### config.mk
export PLATFORM = sky130hd
export DESIGN_NAME = msrv32_fetch_ctrl
export DESIGN_NICKNAME = d
export VERILOG_FILES = /design/src/rtl/msrv32_pkg.sv /design/src/rtl/msrv32_fetch_timer.sv /design/src/rtl/msrv32_fetch_ctrl.sv
export SDC_FILE = /design/constraint.sdc
export NUM_CORES = 1
export LEC_CHECK = 0
export CAP_MARGIN = 20
export CORE_UTILIZATION = 53
export CTS_CLUSTER_DIAMETER = 120
export DETAILED_ROUTE_END_ITERATION = 8
export GPL_TIMING_DRIVEN = 0
export PLACE_DENSITY = 0.86
export SYNTH_ARGS = -nofsm -noshare
export SYNTH_HDL_FRONTEND = slang
export SYNTH_SLANG_ARGS = --single-unit
export TNS_END_PERCENT = 20
### constraint.sdc
create_clock -name ms_riscv32_mp_clk_in -period 11.65 [get_ports ms_riscv32_mp_clk_in]
set_input_delay 1.165 -clock ms_riscv32_mp_clk_in [delete_from_list [all_inputs] [get_ports ms_riscv32_mp_clk_in]]
set_output_delay 1.165 -clock ms_riscv32_mp_clk_in [all_outputs]
set_load 0.05 [all_outputs]
### src/rtl/msrv32_pkg.sv
// rtl/msrv32_pkg.sv - shared constants and FSM encoding for the fetch controller
package msrv32_pkg;

  localparam logic [31:0] NOP_INSTR = 32'h0000_0013;
  localparam logic [31:0] PC_INC    = 32'd4;

  typedef enum logic [1:0] {
    S_FLUSH = 2'd0,
    S_REQ   = 2'd1,
    S_WAIT  = 2'd2,
    S_HOLD  = 2'd3
  } fetch_state_e;

  // Instruction fetches are always word aligned; low address bits are dropped.
  function automatic logic [31:0] align_pc(input logic [31:0] pc);
    return pc & ~32'h3;
  endfunction

endpackage

### src/rtl/msrv32_fetch_timer.sv
// rtl/msrv32_fetch_timer.sv - wait-cycle counter that flags an instruction-memory timeout
module msrv32_fetch_timer #(
  parameter int IMEM_TIMEOUT = 8
) (
  input  logic clk,
  input  logic rst,
  input  logic clear_in,
  input  logic enable_in,
  output logic expired_out
);

  localparam int            CW   = (IMEM_TIMEOUT > 1) ? $clog2(IMEM_TIMEOUT) : 1;
  localparam logic [CW-1:0] LAST = CW'(IMEM_TIMEOUT - 1);

  logic [CW-1:0] count_q, count_d;

  // Expires on the last permitted wait cycle, so WAIT lasts exactly IMEM_TIMEOUT cycles.
  assign expired_out = enable_in && (count_q == LAST);

  // Clear while outside WAIT so every entry starts from zero; saturate at the limit.
  always_comb begin
    count_d = count_q;
    if (clear_in) begin
      count_d = '0;
    end else if (enable_in && !expired_out) begin
      count_d = count_q + 1'b1;
    end
  end

  // Counter register.
  always_ff @(posedge clk or posedge rst) begin
    if (rst) begin
      count_q <= '0;
    end else begin
      count_q <= count_d;
    end
  end

endmodule

### src/rtl/msrv32_fetch_ctrl.sv
// rtl/msrv32_fetch_ctrl.sv - single-outstanding instruction fetch FSM with redirect and timeout
module msrv32_fetch_ctrl
  import msrv32_pkg::*;
#(
  parameter logic [31:0] RESET_PC     = 32'h0000_0000,
  parameter int          IMEM_TIMEOUT = 8
) (
  input  logic        ms_riscv32_mp_clk_in,
  input  logic        ms_riscv32_mp_rst_in,
  input  logic [31:0] pc_in,
  input  logic        branch_taken_in,
  input  logic        trap_taken_in,
  input  logic        stall_in,
  output logic        imem_req_out,
  output logic [31:0] imem_addr_out,
  input  logic        imem_ack_in,
  input  logic [31:0] imem_rdata_in,
  output logic [31:0] instr_out,
  output logic [31:0] pc_out,
  output logic        instr_valid_out,
  output logic        flush_out,
  output logic        fetch_err_out
);

  fetch_state_e state_q, state_d;
  logic [31:0]  fetch_pc_q, fetch_pc_d;
  logic [31:0]  pend_pc_q, pend_pc_d;
  logic [31:0]  instr_q, instr_d;
  logic [31:0]  pc_q, pc_d;
  logic         pend_q, pend_d;
  logic         valid_q, valid_d;
  logic         err_q, err_d;
  logic         redirect;
  logic [31:0]  redirect_pc;
  logic         timer_expired;

  assign redirect    = branch_taken_in | trap_taken_in;
  assign redirect_pc = align_pc(pc_in);

  msrv32_fetch_timer #(
    .IMEM_TIMEOUT(IMEM_TIMEOUT)
  ) u_timer (
    .clk        (ms_riscv32_mp_clk_in),
    .rst        (ms_riscv32_mp_rst_in),
    .clear_in   (state_q != S_WAIT),
    .enable_in  (state_q == S_WAIT),
    .expired_out(timer_expired)
  );

  assign imem_req_out    = (state_q == S_REQ) || (state_q == S_WAIT);
  assign imem_addr_out   = fetch_pc_q;
  assign instr_out       = instr_q;
  assign pc_out          = pc_q;
  assign instr_valid_out = valid_q;
  assign flush_out       = (state_q == S_FLUSH);
  assign fetch_err_out   = err_q;

  // Next-state logic. A redirect seen while a request is outstanding is parked in
  // pend_pc_q so the bus address stays stable until the stale response drains.
  always_comb begin
    state_d    = state_q;
    fetch_pc_d = fetch_pc_q;
    pend_d     = pend_q;
    pend_pc_d  = pend_pc_q;
    instr_d    = instr_q;
    pc_d       = pc_q;
    valid_d    = valid_q;
    err_d      = 1'b0;
    case (state_q)
      S_FLUSH: begin
        valid_d = 1'b0;
        state_d = S_REQ;
        if (redirect) begin
          fetch_pc_d = redirect_pc;
          state_d    = S_FLUSH;
        end
      end
      S_REQ, S_WAIT: begin
        if (imem_ack_in) begin
          if (redirect) begin
            fetch_pc_d = redirect_pc;
            valid_d    = 1'b0;
            pend_d     = 1'b0;
            state_d    = S_FLUSH;
          end else if (pend_q) begin
            fetch_pc_d = pend_pc_q;
            pend_d     = 1'b0;
            state_d    = S_FLUSH;
          end else begin
            instr_d    = imem_rdata_in;
            pc_d       = fetch_pc_q;
            valid_d    = 1'b1;
            fetch_pc_d = fetch_pc_q + PC_INC;
            state_d    = S_HOLD;
          end
        end else begin
          if (redirect) begin
            pend_d    = 1'b1;
            pend_pc_d = redirect_pc;
            valid_d   = 1'b0;
          end
          if (state_q == S_REQ) begin
            state_d = S_WAIT;
          end else if (timer_expired) begin
            err_d = 1'b1;
            if (redirect || pend_q) begin
              // Nothing to retry: the abandoned fetch would be discarded anyway.
              fetch_pc_d = redirect ? redirect_pc : pend_pc_q;
              pend_d     = 1'b0;
              state_d    = S_FLUSH;
            end else begin
              state_d = S_REQ;
            end
          end
        end
      end
      S_HOLD: begin
        if (redirect) begin
          fetch_pc_d = redirect_pc;
          valid_d    = 1'b0;
          state_d    = S_FLUSH;
        end else if (!stall_in) begin
          // Decode consumes the word this cycle; drop valid so it is not taken twice.
          valid_d = 1'b0;
          state_d = S_REQ;
        end
      end
      default: begin
        state_d = S_FLUSH;
      end
    endcase
  end

  // State and datapath registers.
  always_ff @(posedge ms_riscv32_mp_clk_in or posedge ms_riscv32_mp_rst_in) begin
    if (ms_riscv32_mp_rst_in) begin
      state_q    <= S_FLUSH;
      fetch_pc_q <= RESET_PC;
      pend_q     <= 1'b0;
      pend_pc_q  <= RESET_PC;
      instr_q    <= NOP_INSTR;
      pc_q       <= RESET_PC;
      valid_q    <= 1'b0;
      err_q      <= 1'b0;
    end else begin
      state_q    <= state_d;
      fetch_pc_q <= fetch_pc_d;
      pend_q     <= pend_d;
      pend_pc_q  <= pend_pc_d;
      instr_q    <= instr_d;
      pc_q       <= pc_d;
      valid_q    <= valid_d;
      err_q      <= err_d;
    end
  end

endmodule

# After elaboration in Yosys (flattened, before gate mapping)
# Index checks and enable logic that the tools add are counted.
# word_totals
register_bits	136
input_bits	70
out_inout_bits	100
elab_cells	79
# op_classes
add_sub_neg	2
eq_ne	13
n_mux	37
n_bitwise	4
n_reduce_logical	14
# ops
op	count
2-to-1 mux 32 bit	8
case mux 32 bit (2 select lines)	1
adder 32 x 3 -> 32 bit, second input constant	1
2-to-1 mux 1 bit	17
!= test 3 bit, second input constant	5
2-to-1 mux 2 bit	7
AND reduction 4 bit	2
2-to-1 mux 3 bit	2
case mux 2 bit (3 select lines)	1
== test 2 bit, second input constant	2
!= test 4 x 3 -> 1 bit, second input constant	1
AND reduction 2 bit	2
OR reduction 2 bit	2
adder 3 x 1 -> 3 bit, second input constant	1
== test 3 bit, second input constant	1
!= test 3 x 2 -> 1 bit, second input constant	1
inverter 1 bit	3
case mux 1 bit (3 select lines)	1
AND reduction 3 bit	1
== test 2 x 1 -> 1 bit, second input constant	1
logical AND 1 bit	2
zero test 2 bit	1
logical OR 1 bit	2
!= test 2 x 1 -> 1 bit, second input constant	1
4 further kinds	4

# Longest topological paths before layout
# Gate-level depths: netlist (run 1).
# depth
depth_word	7
ltp_mapped	10
depth_no_buf	7

# Modules after synthesis
# A second synthesis (run 1) with hierarchy kept.
# unflattened
cells_unflattened	713
area_unflattened_um2	6493.7
# modules_own_cells
module	instances	cells_per_inst	area_each_um2	seq_area_each_um2
msrv32_fetch_ctrl	1	696	6298.5	3331.9
msrv32_fetch_timer	1	17	195.2	75.1

# Worst setup path after synthesis (run 1)
# Ideal clock, no wire load.
# synth_path
path_type	input port to flip-flop
from	input trap_taken_in
to	register fetch_pc_q[31], in the netlist imem_addr_out[31]
setup_time_ps	119
arrival_ps	2678
required_ps	11531
slack_ps	8853
path_stages	8
n_path_buf	3
cell_sequence	or2_2 clkbuf_1 nor3_1 buf_2 buf_2 nand2_1 mux2i_1 nor2_1
# synth_between
elab_chain_len	7
word_cells_on_any_way	12
classes_between	2 x eq/ne; 7 x mux; 1 x bitwise; 2 x reduce/logical
# synth_rtl
element	line	source
start: declaration	msrv32_fetch_ctrl.sv:12	input logic trap_taken_in,
OR 1 bit (*)	msrv32_fetch_ctrl.sv:37	assign redirect = branch_taken_in | trap_taken_in;
2-to-1 mux 32 bit	n/a	
2-to-1 mux 32 bit	msrv32_fetch_ctrl.sv:106	if (redirect || pend_q) begin
2-to-1 mux 32 bit	msrv32_fetch_ctrl.sv:104	end else if (timer_expired) begin
2-to-1 mux 32 bit	msrv32_fetch_ctrl.sv:102	if (state_q == S_REQ) begin
2-to-1 mux 32 bit	msrv32_fetch_ctrl.sv:79	if (imem_ack_in) begin
case mux 32 bit (2 select lines)	msrv32_fetch_ctrl.sv:69	case (state_q)
end signal: assignment	msrv32_fetch_ctrl.sv:147	fetch_pc_q <= fetch_pc_d;
end: declaration	msrv32_fetch_ctrl.sv:26	logic [31:0] fetch_pc_q, fetch_pc_d;
# Every way passes the cells marked *; elsewhere a longest branch is shown, timed or not. The select of a mux whose other input is x is not followed.
# A chain may end at the register's enable or synchronous reset.

# Worst setup path after layout (run 1)
# Same ends and word-level chain as after synthesis.

==> flow_summary.toml, run 1 <==
[power]
areal_power_density_over_the_cells_nw_per_um2 = 249
static-leakage-power_nw = 3.92
max-vdd-ir-drop_v = 0.000138

[sta]
finalSetupViolCount = 0
timing.max_slew.rel_slack_pct = 40.3
worst_clock_skew_ns = 0.00764
count_of_endpoints_failing_hold_in_the_final_timing_report = 0
timing.final.crit_period_ns = 3.69
postLayoutSetupSlackWorst_ns = 7.96
rsz_0062_raised_after_global_routing = "no"
timing.final.crit_share_pct = 31.7
holdWs_ns = 0.476
worst_pin_slew_ns = 0.883
final-max-slew-violation-count = 0
timing.setup.tns_ns = 0
max_freq_mhz = 271

[grt]
grt_antenna_before_repair = 0
grt_use_met2_pct = 56.0
globalRouteOverflowTotal = 0
grt_pass1_wl_mm = 32.3
grt_pass1_vias = 6139
grt-busiest-layer = "met2"
global_route.usage.met3_pct = 7.40
grtUsageMet1_pct = 43.3
grt_max_degree = 83
global_route.usage.total_pct = 33.6

[floorplan]
die-area_um2 = 12500
die_y_um = 112
initial_utilization_pct = 55.0
die-width_um = 112
io_pins = 170
fp-row-count = 39
core_region_area_um2 = 11600

[run_status]
run_status = "finished, violations left"
violations = "design-rule violations"

[detailed_routing]
vias_per_cell = 5.93
detailroute.via_count = 6172
drt-pass1-iter-count = 7
detail_route.wl_per_cell_um = 19.0
detail_route.drc_violations = 12
final_antenna_net_count = 0
routed_wirelength_mm = 19.8
drt_iter0_drc = 673

[cts]
clkSlewWorstSetupHoldPaths_ns = 0.05
cts-resized-gates = 0
cts_setup_buffers = 0
clock_tree.root_cell = "sky130_fd_sc_hd__clkbuf_16"
htree_levels = 4
clk-insertion-delay-late_ns = 0.42
cts_num_sinks = 136
cts-buffers-inserted = 17
cts_max_path_buffers = 2
postCtsHoldBufs = 0
tritoncts_clock_tree = "built"

[final_layout]
fill_cells = 800
post_route_cells_drive_above_1_share_pct = 8.13
area_growth_syn_to_layout_pct = 38.0
final_net_count = 965
diodes_inserted = 0

[synthesis]
yosys_register_bits = 136
syn_area_um2 = 6370
sequential_element_share_of_the_synthesized_area_pct = 53.5
count_of_flip_flops_with_a_built_in_enable_after_synthesis = 0
syn-num-nets = 778
synth.avg_cell_area_um2 = 9.08
dominantRegCellSynth = "sky130_fd_sc_hd__dfrtp_1"
post_synth_inst_count = 701
synth.lib_cells_used.distinct = 54
ys_async_sr_fraction_pct = 100
yosys_warnings = 0

[placement]
number_of_i_o_port_buffers = 167
gp_congestion = 0.896
pre_cts_slack_ns = 7.60
dp_hpwl_mm = 14.2

[worst_setup_path]
setup.worst_path.end = "imem_addr_out[31]$_DFFE_PP0P_"
worstSetupEndpointType = "flip-flop"
setup.reg_to_reg.worst_slack_ns = 8.40
criticalPathCategory = "in2reg"
critical_path_peak_fanout = 10
cp.arrival_ns = 4.00
rr_worst_depth = 10
crit_required_ns = 11.95
critPathLaunchType = "input port"
reg2reg_from = "state_q[1]$_DFFE_PP0P_"
r2r-end = "imem_addr_out[16]$_DFFE_PP0P_"
setup.worst_path.start = "trap_taken_in"

[job]
cap_violations = 0

[min_path]
hold_class = "reg2reg"
hold_start = "pc_out[2]$_DFFE_PP0P_"
[flip-flops by register name, summed over array words and instances, names as in the netlist]
name / flops
pc_out: 32
fetch_err_out: 1
imem_addr_out: 32
state_q: 2
pend_q: 1
u_timer.count_q: 3
instr_out: 32
pend_pc_q: 32
instr_valid_out: 1
[cell usage in the layout, fill, tap and decap left out, drive strengths merged, types with 3 or more instances in the layout]
cell type | Yosys | routed
nand2 | 230 | 230
clkdlybuf4s50 | 0 | 167
dfrtp | 133 | 133
clkbuf | 34 | 60
a21oi | 43 | 43
o21ai | 33 | 33
nand3 | 31 | 31
mux2 | 30 | 30
nor2 | 23 | 23
nand4 | 13 | 13
and3 | 12 | 12
inv | 11 | 11
buf | 9 | 10
a31oi | 8 | 8
nor3 | 7 | 7
ha | 7 | 7
nor2b | 5 | 5
nor4b | 5 | 5
nor4 | 5 | 5
a211oi | 4 | 4
o22ai | 4 | 4
a22o | 4 | 4
o211ai | 4 | 4
or4 | 4 | 4
nand2b | 3 | 3
o311ai | 3 | 3
or3 | 3 | 3
mux2i | 3 | 3
clkinv | 0 | 3
dfstp | 3 | 3
[worst min-delay path by stage]
stage                                           to  cells after the start  slack [ns]
final                        pc_out[2]$_DFFE_PP0P_                      2        0.48
after floorplan           pend_pc_q[0]$_DFFE_PP0P_                      1        0.46
after detailed placement  instr_out[8]$_DFFE_PP0P_                      2        0.46
after global placement    instr_out[4]$_DFFE_PP1P_                      2        0.45
after CTS                    pc_out[2]$_DFFE_PP0P_                      2        0.48
after global routing        pc_out[24]$_DFFE_PP0P_                      2        0.50
[metal layers]
metal / share of wire (%) / wire length, um / vias to the layer above
li1: - / - / 2781
met1: 40 / 7910 / 3019
met2: 49 / 9770 / 324
met3: 8.3 / 1640 / 48
met4: 2.6 / 512 / 0
met5: 0 / 0 / -
[critical path, cell delays in order]
cell                              delay (ns)
sky130_fd_sc_hd__clkdlybuf4s50_1        0.49
sky130_fd_sc_hd__or2_2                  0.32
sky130_fd_sc_hd__clkbuf_1               0.16
sky130_fd_sc_hd__nor3_1                 0.74
sky130_fd_sc_hd__buf_2                  0.39
sky130_fd_sc_hd__buf_2                  0.32
sky130_fd_sc_hd__nand2_1                0.17
sky130_fd_sc_hd__mux2i_1                0.17
sky130_fd_sc_hd__nor2_1                 0.06
[through the flow]
| step | cell area (um^2) | utilization (%) | instances | total power [W] |
|---|---|---|---|---|
| detailed placement | 8250 | 71.3 | 1012 | 0.00169 |
| finish | 8780 | 75.9 | 1041 | 0.00219 |
| CTS | 8780 | 75.9 | 1041 | 0.00219 |
| global route | 8780 | 75.9 | 1041 | 0.00228 |
| global placement | 8220 | 71.0 | 1011 | 0.00166 |
| floorplan | 6370 | - | 701 | 0.00134 |
[layout make-up]
cell class	instances	area, um^2	share of cell area, %
Clock inverter	3	15.0	0.171
Sequential cell	136	3410	38.8
Buffer	43	166	1.89
Inverter	11	46.3	0.527
Multi-Input combinational cell	511	2750	31.3
Timing Repair Buffer	168	1700	19.3
Clock buffer	26	519	5.91
Tap cell	143	179	2.04
[cells by family after synthesis]
logic type	count (synthesis)	synth area share [%]
adders and majority gates	7	1.38
buffers and inverters	54	3.26
AOI/OAI and AO/OA	119	11.3
and+or+nand+nor	349	24.4
muxes	33	5.78
xor gates and xnor gates	3	0.413
DFF	136	53.5
[report_power, final]
group          leakage, nW  switching (W)  internal (W)
clock network        0.268       0.000185      0.000301
logic                 1.96       0.000632      0.000314
registers             1.70       0.000121      0.000633
total                 3.92       0.000939       0.00125
[synth_stat cells, types with 5 or more instances]
library cell	number	area, um^2
sky130_fd_sc_hd__a21oi_1	43	215
sky130_fd_sc_hd__a31oi_1	8	50.1
sky130_fd_sc_hd__and3_1	12	75.1
sky130_fd_sc_hd__buf_1	5	18.8
sky130_fd_sc_hd__clkbuf_1	34	128
sky130_fd_sc_hd__dfrtp_1	133	3330
sky130_fd_sc_hd__ha_1	7	87.6
sky130_fd_sc_hd__inv_1	11	41.3
sky130_fd_sc_hd__mux2_2	30	338
sky130_fd_sc_hd__nand2_1	230	863
sky130_fd_sc_hd__nand3_1	30	150
sky130_fd_sc_hd__nand4_1	13	81.3
sky130_fd_sc_hd__nor2_1	23	86.3
sky130_fd_sc_hd__nor2b_1	5	31.3
sky130_fd_sc_hd__nor3_1	7	35.0
sky130_fd_sc_hd__o21ai_0	33	165
Power figures use the tool's default switching activity.
==> run 2, diff against run 1 <==
- CORE_UTILIZATION: 53 -> 44
- PLACE_DENSITY: 0.86 -> 0.77
- clock period: 11.65 -> 3.1 ns (I/O delays scaled with it)
==> flow_summary.toml, run 2 (synthesis results as in run 1) <==
[min_path]
hold_class = "in2async"

[sta]
finalSetupViolCount = 0
max_freq_mhz = 340
final-max-slew-violation-count = 0
timing.final.crit_share_pct = 95.0
timing.final.crit_period_ns = 2.94
worst_clock_skew_ns = 0.00769
count_of_endpoints_failing_hold_in_the_final_timing_report = 0
holdWs_ns = 0.353
worst_pin_slew_ns = 0.873
timing.max_slew.rel_slack_pct = 41.0
rsz_0062_raised_after_global_routing = "yes"

[detailed_routing]
vias_per_cell = 5.44
final_antenna_net_count = 0
detail_route.wl_per_cell_um = 17.0
drt-pass1-iter-count = 5
drt_iter0_drc = 531
routed_wirelength_mm = 18.4
detailroute.via_count = 5891
detail_route.drc_violations = 0

[worst_setup_path]
criticalPathCategory = "reg2reg"
worstSetupEndpointType = "flip-flop"
rr_worst_depth = 10
critical_path_peak_fanout = 10
reg2reg_from = "state_q[0]$_DFFE_PP0P_"
cp.arrival_ns = 3.22
setup.reg_to_reg.worst_slack_ns = 0.16
crit_required_ns = 3.38
r2r-end = "imem_addr_out[16]$_DFFE_PP0P_"
critPathLaunchType = "flip-flop"

[placement]
number_of_i_o_port_buffers = 167
dp_hpwl_mm = 13.4
place.detailed.instances = 1051
gp_congestion = 0.927

[cts]
clk-insertion-delay-late_ns = 0.42
postCtsHoldBufs = 0
cts_max_path_buffers = 2
cts_num_sinks = 136
cts-buffers-inserted = 17
clkSlewWorstSetupHoldPaths_ns = 0.06
clock_tree.root_cell = "sky130_fd_sc_hd__clkbuf_16"
htree_levels = 4
tritoncts_clock_tree = "built"

[final_layout]
final_net_count = 967
area_growth_syn_to_layout_pct = 39.8
mostFrequentLayoutCell = "sky130_fd_sc_hd__nand2_1"
diodes_inserted = 0
finish.cell_count_without_fillers = 1083
most_frequent_cells_in_the_layout = "sky130_fd_sc_hd__nand2_1 (230), sky130_fd_sc_hd__clkdlybuf4s50_1 (167), sky130_fd_sc_hd__dfrtp_1 (133), sky130_fd_sc_hd__a21oi_1 (43), sky130_fd_sc_hd__clkbuf_1 (39)"
post_route_cells_drive_above_1_share_pct = 8.42

[grt]
grt_antenna_before_repair = 0
grt_max_degree = 40
globalRouteOverflowTotal = 0
global_route.usage.total_pct = 25.5
grt_pass1_wl_mm = 28.7
grt_pass1_vias = 5499

[floorplan]
die_y_um = 122
die-area_um2 = 15000
io_pins = 170
initial_utilization_pct = 45.5
fp-row-count = 43
core_region_area_um2 = 14000
die-width_um = 122

[job]
cap_violations = 0

[power]
max-vdd-ir-drop_v = 0.000398
areal_power_density_over_the_cells_nw_per_um2 = 927
fin_total_pwr_w = 0.00825
static-leakage-power_nw = 3.95

[run_status]
run_status = "completed"
[run 2: cell types whose count changed in the layout (fill, tap and decap cells not counted)]
cell and delta:
sky130_fd_sc_hd__buf_12 +3, sky130_fd_sc_hd__clkinv_2 -2, sky130_fd_sc_hd__clkbuf_2 +2, sky130_fd_sc_hd__inv_6 -1
sky130_fd_sc_hd__clkinvlp_4 +1, sky130_fd_sc_hd__bufinv_16 +1, sky130_fd_sc_hd__buf_16 -1, sky130_fd_sc_hd__clkbuf_1 +2
[run 2: stage by stage]
step / TNS (ns) / cell area (um^2) / setup WS, ns / utilization, %
5_1_grt: -0.138 / 8900 / -0.0605 / 63.6
6_report: 0 / 8900 / 0.156 / 63.6
3_5_place_dp: -0.00456 / 8330 / -0.00456 / 59.5
3_3_place_gp: -22.05 / 8270 / -0.178 / 59.1
2_1_floorplan: 0 / 6370 / 0.434 / -
4_1_cts: 0 / 8900 / 0.178 / 63.6
[run 2: how the worst max path moves through the flow]
stage,endpoint,slack (ns),cells after the start,startpoint
CTS,imem_addr_out[3]$_DFFE_PP0P_,0.18,8,state_q[0]$_DFFE_PP0P_
floorplan,imem_addr_out[16]$_DFFE_PP0P_,0.43,10,state_q[0]$_DFFE_PP0P_
finish,imem_addr_out[16]$_DFFE_PP0P_,0.16,10,state_q[0]$_DFFE_PP0P_
global placement,u_timer.count_q[2]$_DFFE_PP0P_,-0.18,2,ms_riscv32_mp_rst_in
detailed placement,imem_addr_out[31]$_DFFE_PP0P_,-0.005,9,trap_taken_in
global route,imem_addr_out[16]$_DFFE_PP0P_,-0.06,10,state_q[1]$_DFFE_PP0P_
[run 2: layer usage]
| metal | GRT usage [%] | wire length [um] | vias to the layer above |
|---|---|---|---|
| met4 | 10.4 | 373 | 0 |
| met5 | 0 | 0 | - |
| met1 | 35.1 | 7970 | 2814 |
| li1 | - | - | 2773 |
| met3 | 5.72 | 1410 | 28 |
| met2 | 38.9 | 8670 | 276 |
[run 2: power by group]
part	leakage [nW]	total (W)	switching, W	internal (W)
registers	1.70	0.00279	0.000412	0.00238
logic	1.98	0.00352	0.00233	0.00119
clock network	0.279	0.00195	0.000713	0.00123
total	3.95	0.00825	0.00346	0.00479
[run 2: timing repair]
item | 4_1_cts | 5_1_grt
cloned | 0 | 0
buffers inserted | 0 | 0
gates resized for setup | 1 | 2
setup endpoints to repair | 1 | 16
[run 2: final cells by class]
cell class              instances  area (um^2)
clock buffers                  30          534
repair buffers                170         1730
clock inverters                 2         35.0
fillers                      1193         5090
flip-flops and latches        136         3410
plain buffers                  43          169
multi-input cells             511         2750
well taps                     180          225
inverters                      11         45.0
[run 2: critical path, stage by stage (launching register included)]
cell	delay (ns)
sky130_fd_sc_hd__dfrtp_1	0.38
sky130_fd_sc_hd__inv_1	0.08
sky130_fd_sc_hd__ha_1	0.35
sky130_fd_sc_hd__clkbuf_1	0.38
sky130_fd_sc_hd__nor2b_1	0.35
sky130_fd_sc_hd__o2bb2ai_1	0.20
sky130_fd_sc_hd__clkbuf_1	0.35
sky130_fd_sc_hd__clkbuf_2	0.34
sky130_fd_sc_hd__a21oi_1	0.12
sky130_fd_sc_hd__a21oi_1	0.15
sky130_fd_sc_hd__o21ai_0	0.09
==> run 3, diff against run 2 <==
- CORE_MARGIN: not set -> 4
==> flow_summary.toml, run 3 (synthesis results as in run 1) <==
[sta]
rsz_0062_raised_after_global_routing = "no"
worst_pin_slew_ns = 0.893
final-max-slew-violation-count = 0
timing.max_slew.rel_slack_pct = 40.4
finalSetupViolCount = 0
max_freq_mhz = 357
timing.final.crit_period_ns = 2.80
worst_clock_skew_ns = 0.00778
count_of_endpoints_failing_hold_in_the_final_timing_report = 0
timing.final.crit_share_pct = 90.3
timing.setup.tns_ns = 0

[power]
p_switching_w = 0.00348
power.share.switching_pct = 42.7
combinationalPowerShare_pct = 43.3
static-leakage-power_nw = 3.94
max-vdd-ir-drop_v = 0.000408
relative_contribution_of_sequential_cells_to_total_power_pct = 34.3
clk_pwr_share_pct = 22.3
cellInternalPower_w = 0.00466
areal_power_density_over_the_cells_nw_per_um2 = 919

[worst_setup_path]
worstSetupEndpointType = "flip-flop"
worst_path_dominant_cell_family = "buffers and inverters"
crit_buf_inv = 4
crit_required_ns = 3.38
cp.arrival_ns = 3.08
critPathLaunchType = "flip-flop"
cp_slowest_cell = "sky130_fd_sc_hd__dfrtp_1"
critical_path.max_stage_delay_ns = 0.37
setup.reg_to_reg.worst_slack_ns = 0.30
crit_path_cell_trace = "inv_1, ha_1, clkbuf_2, nor2b_1, o2bb2ai_1, clkbuf_1, clkbuf_2, a21oi_1, a21oi_1, o21ai_0"
critical_path_peak_fanout = 10
criticalPathCategory = "reg2reg"

[final_layout]
final_net_count = 967
multi_input_area_um2 = 2750
area_growth_syn_to_layout_pct = 39.2
final_core_util_pct = 63.1
most_frequent_cells_in_the_layout = "sky130_fd_sc_hd__nand2_1 (230), sky130_fd_sc_hd__clkdlybuf4s50_1 (167), sky130_fd_sc_hd__dfrtp_1 (133), sky130_fd_sc_hd__a21oi_1 (43), sky130_fd_sc_hd__clkbuf_1 (36)"
diodes_inserted = 0
post_route_cells_drive_above_1_share_pct = 8.75
finish.cell_count_without_fillers = 1083
area.sequential_um2 = 3410
fill_cells = 1167
mostFrequentLayoutCell = "sky130_fd_sc_hd__nand2_1"

[floorplan]
initial_utilization_pct = 45.3
die-width_um = 128
die-area_um2 = 16500
fp-row-count = 43
io_pins = 170
die_y_um = 128
core_region_area_um2 = 14000

[grt]
grtUsageMet1_pct = 32.9
grt_antenna_before_repair = 0
global_route.usage.total_pct = 23.7
globalRouteOverflowTotal = 0
grt_pass1_vias = 5647
grt_use_met2_pct = 35.7
grt_max_degree = 41
grt_pass1_wl_mm = 30.5
global_route.usage.met3_pct = 6.00
grt-busiest-layer = "met2"

[detailed_routing]
drt-pass1-iter-count = 5
detail_route.drc_violations = 0
vias_per_cell = 5.44
drt_iter0_drc = 433
final_antenna_net_count = 0
routed_wirelength_mm = 19.1
detail_route.wl_per_cell_um = 17.6
detailroute.via_count = 5894

[placement]
number_of_i_o_port_buffers = 167
dp_hpwl_mm = 14.1
place.detailed.instances = 1051
gp_congestion = 0.891

[cts]
postCtsHoldBufs = 0
clock_tree.root_cell = "sky130_fd_sc_hd__clkbuf_16"
tritoncts_clock_tree = "built"
cts-buffers-inserted = 17
clkSlewWorstSetupHoldPaths_ns = 0.05
htree_levels = 4
cts_max_path_buffers = 2
clk-insertion-delay-late_ns = 0.43
cts_num_sinks = 136

[run_status]
run_status = "completed"

[job]
cap_violations = 0

[min_path]
hold_class = "in2reg"
==> run 3: cell count changes in the layout (fill, tap and decap cells not counted), sizes merged <==
cell,change
bufinv,-1
clkbuf,-2
clkinv,+3
==> run 3: worst register-to-register path, cell delays in order (launching register included) <==
cell and delay (ns):
sky130_fd_sc_hd__dfrtp_1 0.37, sky130_fd_sc_hd__inv_1 0.08, sky130_fd_sc_hd__ha_1 0.36, sky130_fd_sc_hd__clkbuf_2 0.26, sky130_fd_sc_hd__nor2b_1 0.34, sky130_fd_sc_hd__o2bb2ai_1 0.19
sky130_fd_sc_hd__clkbuf_1 0.37, sky130_fd_sc_hd__clkbuf_2 0.34, sky130_fd_sc_hd__a21oi_1 0.12, sky130_fd_sc_hd__a21oi_1 0.13, sky130_fd_sc_hd__o21ai_0 0.09
==> run 3: cell type report <==
| class | instances | share of cell area (%) |
|---|---|---|
| plain buffers | 43 | 1.95 |
| clock buffers | 28 | 5.72 |
| clock inverters | 4 | 0.226 |
| inverters | 11 | 0.508 |
| multi-input cells | 511 | 31.1 |
| flip-flops and latches | 136 | 38.5 |
| well taps | 180 | 2.54 |
| repair buffers | 170 | 19.5 |
==> run 3: final timing paths <==
kind | end | depth (start not counted) | start
setup reg to reg | imem_addr_out[16]$_DFFE_PP0P_ | 10 | state_q[0]$_DFFE_PP0P_
hold reg to reg | instr_out[4]$_DFFE_PP1P_ | 2 | instr_out[4]$_DFFE_PP1P_
hold / removal | instr_out[0]$_DFFE_PP1P_ | 3 | imem_rdata_in[0]
max in group asynchronous | instr_out[28]$_DFFE_PP0P_ | 4 | ms_riscv32_mp_rst_in
min in group asynchronous | instr_out[18]$_DFFE_PP0P_ | 2 | ms_riscv32_mp_rst_in
setup / recovery | imem_addr_out[16]$_DFFE_PP0P_ | 10 | state_q[0]$_DFFE_PP0P_
==> run 3: power by group through the flow <==
stage | combinational, W | clock, W | sequential [W]
after floorplan | 0.000745 | 0 | 0.00428
after global placement | 0.00349 | 0 | 0.00279
after detailed placement | 0.00354 | 0 | 0.00281
after CTS | 0.00355 | 0.00185 | 0.00279
after global routing | 0.00371 | 0.00194 | 0.00287
final | 0.00353 | 0.00182 | 0.00280
==> run 3: per-layer routing <==
layer	part of all wire [%]	up-vias
met5	0	-
met4	2.5	0
met3	9.5	35
met2	46	284
met1	42	2784
li1	-	2791
==> run 3: what timing repair did <==
| action | in CTS | in global routing |
|---|---|---|
| setup buffers | 0 | 0 |
| endpoints found under the setup margin | 1 | 59 |
| gates resized for setup | 1 | 8 |
| hold endpoints to repair | 0 | 0 |
==> run 3: per-stage QoR <==
stage                     hold WS, ns  power, W  cell area (um^2)  setup WS (ns)
after detailed placement        0.450   0.00635              8330      -0.000999
after global placement          0.445   0.00628              8270         -0.164
after floorplan                 0.393   0.00503              6370          0.434
after global routing            0.399   0.00852              8860         0.0424
after CTS                       0.370   0.00818              8850          0.164
final                           0.383   0.00814              8860          0.300
